`src/rtl/laser_hit_judge.sv`:
```
// Hit/miss judge for one laser sample per frame: compares the laser centroid
// against a latched target, keeps score and miss count, and paces rounds.
module laser_hit_judge #(
  parameter int CW         = 10,
  parameter int HIT_RADIUS = 8,
  parameter int DWELL      = 3,
  parameter int TIMEOUT    = 300,
  parameter int COOLDOWN   = 30,
  parameter int SCORE_W    = 16
) (
  input  logic               clk,
  input  logic               reset,
  input  logic               start,
  input  logic               stop,
  input  logic               coord_valid,
  input  logic [31:0]        x_actual,
  input  logic [31:0]        y_actual,
  input  logic [31:0]        x_target,
  input  logic [31:0]        y_target,
  output logic [1:0]         state,
  output logic               hit,
  output logic               miss,
  output logic [SCORE_W-1:0] score,
  output logic [SCORE_W-1:0] miss_count
);

  localparam logic [1:0] S_IDLE     = 2'b00;
  localparam logic [1:0] S_ARMED    = 2'b01;
  localparam logic [1:0] S_COOLDOWN = 2'b10;

  localparam int DW = $clog2(DWELL + 1);
  localparam int TW = $clog2(TIMEOUT + 1);
  localparam int KW = $clog2(COOLDOWN + 1);

  localparam logic [DW-1:0] DWELL_L    = DW'(DWELL);
  localparam logic [TW-1:0] TIMEOUT_L  = TW'(TIMEOUT);
  localparam logic [KW-1:0] COOLDOWN_L = KW'(COOLDOWN);
  localparam logic [CW-1:0] RADIUS_L   = CW'(HIT_RADIUS);

  logic [1:0]         state_q, state_d;
  logic               hit_q, hit_d;
  logic               miss_q, miss_d;
  logic [SCORE_W-1:0] score_q, score_d;
  logic [SCORE_W-1:0] miss_cnt_q, miss_cnt_d;
  logic [DW-1:0]      dwell_q, dwell_d;
  logic [TW-1:0]      round_q, round_d;
  logic [KW-1:0]      cool_q, cool_d;
  logic [CW-1:0]      tx_q, tx_d;
  logic [CW-1:0]      ty_q, ty_d;

  logic [CW-1:0] x_now, y_now, dx, dy;
  logic          present, on_target;

  // Only the low CW bits of the target take part in the comparison.
  logic unused_target_hi;
  assign unused_target_hi = ^{x_target[31:CW], y_target[31:CW]};

  assign x_now = x_actual[CW-1:0];
  assign y_now = y_actual[CW-1:0];

  always_comb begin
    // Larger minus smaller, so a target near 0 never wraps into a small distance.
    dx        = (x_now >= tx_q) ? (x_now - tx_q) : (tx_q - x_now);
    dy        = (y_now >= ty_q) ? (y_now - ty_q) : (ty_q - y_now);
    present   = (x_actual != '0) || (y_actual != '0);
    on_target = present && (dx <= RADIUS_L) && (dy <= RADIUS_L);
  end

  always_comb begin
    // NOTE: every signal gets a default first so no path through the case can
    // leave it unassigned, which would infer a latch.
    state_d    = state_q;
    hit_d      = 1'b0;
    miss_d     = 1'b0;
    score_d    = score_q;
    miss_cnt_d = miss_cnt_q;
    dwell_d    = dwell_q;
    round_d    = round_q;
    cool_d     = cool_q;
    tx_d       = tx_q;
    ty_d       = ty_q;

    if (stop) begin
      state_d = S_IDLE;
    end else begin
      case (state_q)
        S_IDLE: begin
          if (start) begin
            state_d    = S_ARMED;
            score_d    = '0;
            miss_cnt_d = '0;
            dwell_d    = '0;
            round_d    = '0;
            cool_d     = '0;
            tx_d       = x_target[CW-1:0];
            ty_d       = y_target[CW-1:0];
          end
        end
        S_ARMED: begin
          if (coord_valid) begin
            round_d = round_q + TW'(1);
            dwell_d = on_target ? (dwell_q + DW'(1)) : '0;
            // A hit on the final sample of the round takes precedence over timeout.
            if (on_target && (dwell_q + DW'(1) == DWELL_L)) begin
              hit_d   = 1'b1;
              score_d = (&score_q) ? score_q : (score_q + SCORE_W'(1));
              state_d = S_COOLDOWN;
              cool_d  = '0;
            end else if (round_q + TW'(1) == TIMEOUT_L) begin
              miss_d     = 1'b1;
              miss_cnt_d = (&miss_cnt_q) ? miss_cnt_q : (miss_cnt_q + SCORE_W'(1));
              state_d    = S_COOLDOWN;
              cool_d     = '0;
            end
          end
        end
        S_COOLDOWN: begin
          if (coord_valid) begin
            if (cool_q + KW'(1) == COOLDOWN_L) begin
              state_d = S_ARMED;
              dwell_d = '0;
              round_d = '0;
              cool_d  = '0;
              tx_d    = x_target[CW-1:0];
              ty_d    = y_target[CW-1:0];
            end else begin
              cool_d = cool_q + KW'(1);
            end
          end
        end
        default: state_d = S_IDLE;
      endcase
    end
  end

  always_ff @(posedge clk) begin
    // NOTE: state registers use non-blocking assignments so every flop samples
    // the pre-edge values regardless of statement order.
    if (reset) begin
      state_q    <= S_IDLE;
      hit_q      <= 1'b0;
      miss_q     <= 1'b0;
      score_q    <= '0;
      miss_cnt_q <= '0;
      dwell_q    <= '0;
      round_q    <= '0;
      cool_q     <= '0;
      tx_q       <= '0;
      ty_q       <= '0;
    end else begin
      state_q    <= state_d;
      hit_q      <= hit_d;
      miss_q     <= miss_d;
      score_q    <= score_d;
      miss_cnt_q <= miss_cnt_d;
      dwell_q    <= dwell_d;
      round_q    <= round_d;
      cool_q     <= cool_d;
      tx_q       <= tx_d;
      ty_q       <= ty_d;
    end
  end

  assign state      = state_q;
  assign hit        = hit_q;
  assign miss       = miss_q;
  assign score      = score_q;
  assign miss_count = miss_cnt_q;

endmodule

```
`config.mk`:
```
export PLATFORM = sky130hd
export DESIGN_NAME = laser_hit_judge
export DESIGN_NICKNAME = d
export VERILOG_FILES = /design/src/rtl/laser_hit_judge.sv
export SDC_FILE = /design/constraint.sdc
export NUM_CORES = 1
export LEC_CHECK = 0
export ABC_CLOCK_PERIOD_IN_PS = 3250
export BUFFER_PORTS_ARGS = -buffer_cell sky130_fd_sc_hd__buf_4
export CORE_AREA = 8 8 119 121
export CTS_CLUSTER_SIZE = 12
export DETAILED_ROUTE_END_ITERATION = 7
export DIE_AREA = 0 0 127 129
export PLACE_DENSITY = 0.76
export SYNTH_ARGS = -nofsm -noshare
export SYNTH_HDL_FRONTEND = slang
export SYNTH_SLANG_ARGS = --single-unit
```
`constraint.sdc`:
```
create_clock -name clk -period 3.25 [get_ports clk]
set_input_delay 0.4875 -clock clk [delete_from_list [all_inputs] [get_ports clk]]
set_output_delay 0.4875 -clock clk [all_outputs]
set_load 0.01 [all_outputs]
```
==> impl_metrics.toml <==
[min_path]
hold_start = "x_target[2]"
min_path_type = "in -> reg"
hold_end = "tx_q[2]$_SDFFE_PP0P_"
hold_path_depth = 3

[timing]
tightest_slew_ns = 1.10
holdWs_ns = 0.380
fin_ws_ns = -0.0905
rsz0062_at_grt = "yes"
final_hold_viol_count = 0
setup_viol = 24
finalCritPeriodShare = 1.03
slew_headroom = 0.269
fmax_ghz = 0.299
skew_ns = 0.0101
slew_viol_final = 0
finalCriticalPeriod_ns = 3.34

[clock_tree]
cts_buffer_depth = 2
cts-htree-levels = 3
cts_inserted_buffers = 9
cts_hold_buf = 0
cts_tree = "done"
clk_pin_slew_ns = 0.07
worstSkewPairLatency_ns = 0.34
cts-root-buf = "clkbuf_16"
clock_sinks = 72

[synthesis]
synth_top_area_share = 0.252
yosysSeqAreaShare = 0.252
synth_fa_ha_area_frac = 0.0964
synth_seq_cells = 72
yosysWarnings = 0
synth_mux_area_frac = 0.0107
synthXorXnorAreaFrac = 0.0276
synth_edf_count = 0
synth_top_family_by_area = "simple AND/OR/NAND/NOR gates"
synth_ff_type = "dfxtp_1"
netlist_instances = 772
async_reset_ff_frac = 0
synth-compound-area-share = 0.254
synth_top_area_cell = "dfxtp_1"
synthTopCellsByArea = "dfxtp_1 (25%), ha_1 (9.6%), a21oi_1 (6.9%)"
netlist_area_um2 = 5710
synth_nets = 949
syn_avg_cell_area_um2 = 7.40
yosysUniqueCellTypes = 74
synthSimpleGateAreaFrac = 0.297

[critical_path]
rr_endpoint = "score[9]$_SDFFE_PP0P_"
cp_cell_sequence = "inv_1 -> ha_1 -> nand2b_1 -> a21o_1 -> a2111oi_4 -> buf_4 -> o31ai_1 -> a211oi_4 -> nand4bb_4 -> nor4_4 -> a31oi_2 -> buf_4 -> or3_1 -> a21oi_1"
worstPathMaxFanout = 6
cpMaxStageDelayCell = "nor4_4"
path_common_cell = "buf_4"
slowest_delay_ns = 0.40
critPathKind = "reg -> reg"
critPathArrivalTime_ns = 3.60
rr_startpoint = "tx_q[0]$_SDFFE_PP0P_"
rr_worst_depth = 14
worst-r2r-setup-slack_ns = -0.09
critPathLaunchType = "register"
required_ns = 3.51
endpoint_kind = "register"

[layout]
stdcell_area_um2 = 8880
area_growth_pct = 55.4
fill_cells = 877
layout-drive-gt1-share = 0.389
final_net_count = 1198
diodes = 0
fin_util = 0.721

[flow_run]
maxCapViolCount = 0

[floorplan]
start_util = 0.464
boundaryPins = 169
die_h_um = 129
core_um2 = 12300
dieWidth_um = 127
num_rows = 41
die-area_um2 = 16400

[place]
port_buffers = 124
place_ws_ns = -0.523
place_area_um2 = 7840
gp_congestion = 0.937
dp_hpwl_mm = 14.3

[pwr]
power.leakage_uw = 0.00369
pwr_density_cell_nw_per_um2 = 334
p_total_uw = 2970
ir_drop_v = 0.000262

[global_routing]
grt_max_degree = 43
grt_pass1_vias = 6709
grt_use_total = 0.239
grt_pass1_wl_mm = 32.3
antenna_found_initial = 0
gr-total-overflow = 0

[outcome]
outcome = "finished, violations left"
violations = "negative setup slack"

[detailed_routing]
ant_nets = 0
drt-initial-drc-count = 428
drt_wl_total_mm = 20.8
avgRoutedWirePerCell_um = 17.7
avgViaCountPerCell = 5.87
vias = 6898
dr.pass1.iters = 5
drc = 0
[cell usage after synthesis, drive strengths merged (11+ instances only)]
cell type / n
and3: 24
ha: 44
nand3: 23
clkbuf: 23
nor4: 18
nand2: 88
o21a: 11
nand4: 18
dfxtp: 72
or3: 18
nor2: 50
a21oi: 81
nor2b: 14
inv: 57
o21ai: 47
xnor2: 12
[layout by cell type (no fill, tap or decap), types with 9 or more instances in the layout]
| cell | n |
|---|---|
| buf_4 | 258 |
| nand2_1 | 84 |
| a21oi_1 | 64 |
| dfxtp_1 | 63 |
| nor2_1 | 50 |
| inv_1 | 49 |
| o21ai_0 | 34 |
| and3_1 | 24 |
| ha_1 | 22 |
| nand3_1 | 21 |
| nand4_1 | 18 |
| ha_4 | 18 |
| nor4_1 | 17 |
| a21oi_2 | 13 |
| xnor2_1 | 12 |
| nor2b_1 | 12 |
| or3_1 | 12 |
| buf_6 | 10 |
| o21a_1 | 9 |
| o21ai_1 | 9 |
| clkbuf_16 | 9 |
[state kept, by name, indices dropped and copies added, names as in the netlist]
signal / cells
round_q: 9
tx_q: 10
state: 2
cool_q: 5
ty_q: 10
dwell_q: 2
score: 16
miss_count: 16
miss: 1
hit: 1
[layer usage]
metal	vias to the layer above	part of all wire	global-route usage
met1	3261	0.42	0.282
met4	0	0.029	0.0910
met5	-	0	0
li1	3324	-	-
met2	266	0.48	0.406
met3	47	0.070	0.0633
[power breakdown]
group | leakage (uW) | switching (uW) | internal, uW
registers | 0.000587 | 15.9 | 896
logic | 0.00294 | 451 | 475
clock network | 0.000159 | 430 | 698
[per-stage QoR]
stage	TNS (ns)	instances
global placement	-13.45	1141
detailed placement	-15.63	1141
global route	-5.46	1176
floorplan	-1.22	772
CTS	-0.460	1167
finish	-0.990	1176
[how the worst max path moves through the flow]
stage                         start                     end  cells after the start  slack [ns]
6_report       tx_q[0]$_SDFFE_PP0P_   score[9]$_SDFFE_PP0P_                     14       -0.09
5_1_grt        tx_q[2]$_SDFFE_PP0P_   score[6]$_SDFFE_PP0P_                     14       -0.23
4_1_cts        tx_q[1]$_SDFFE_PP0P_   score[6]$_SDFFE_PP0P_                     12       -0.06
3_5_place_dp            x_actual[1]   score[6]$_SDFFE_PP0P_                     14       -0.52
3_3_place_gp            x_actual[7]  score[10]$_SDFFE_PP0P_                     14       -0.45
2_1_floorplan           y_actual[8]   score[7]$_SDFFE_PP0P_                     14       -0.14
[worst max-delay path: cells and delay by family (launching register included)]
kind	cells	cell delay [ns]
AO/OA/AOI/OAI	6	1.26
adder cells (fa/ha/maj)	1	0.19
buffers and inverters	3	0.42
flip-flops	1	0.34
AND/OR/NAND/NOR	4	1.06
[logic make-up after synthesis]
| group | Yosys count |
|---|---|
| AND/OR/NAND/NOR | 316 |
| buffers and inverters | 89 |
| multiplexers | 6 |
| XOR/XNOR | 18 |
| adder cells (fa/ha/maj) | 44 |
| flip-flops | 72 |
| AO/OA/AOI/OAI | 227 |
[what timing repair did]
action,CTS,global route
buffers inserted,11,8
resized for setup,61,65
pin swaps,18,30
gates cloned,0,2
setup endpoints to repair,36,40
[final cells by class]
cell class	count	area, um^2	area share
flip-flops and latches	72	1460	0.164
clock inverters	6	90.1	0.0101
clock buffers	10	239	0.0269
repair buffers	268	2050	0.231
inverters	58	250	0.0282
well taps	150	188	0.0211
multi-input cells	612	4600	0.519
(Power assumes the default switching activity.)
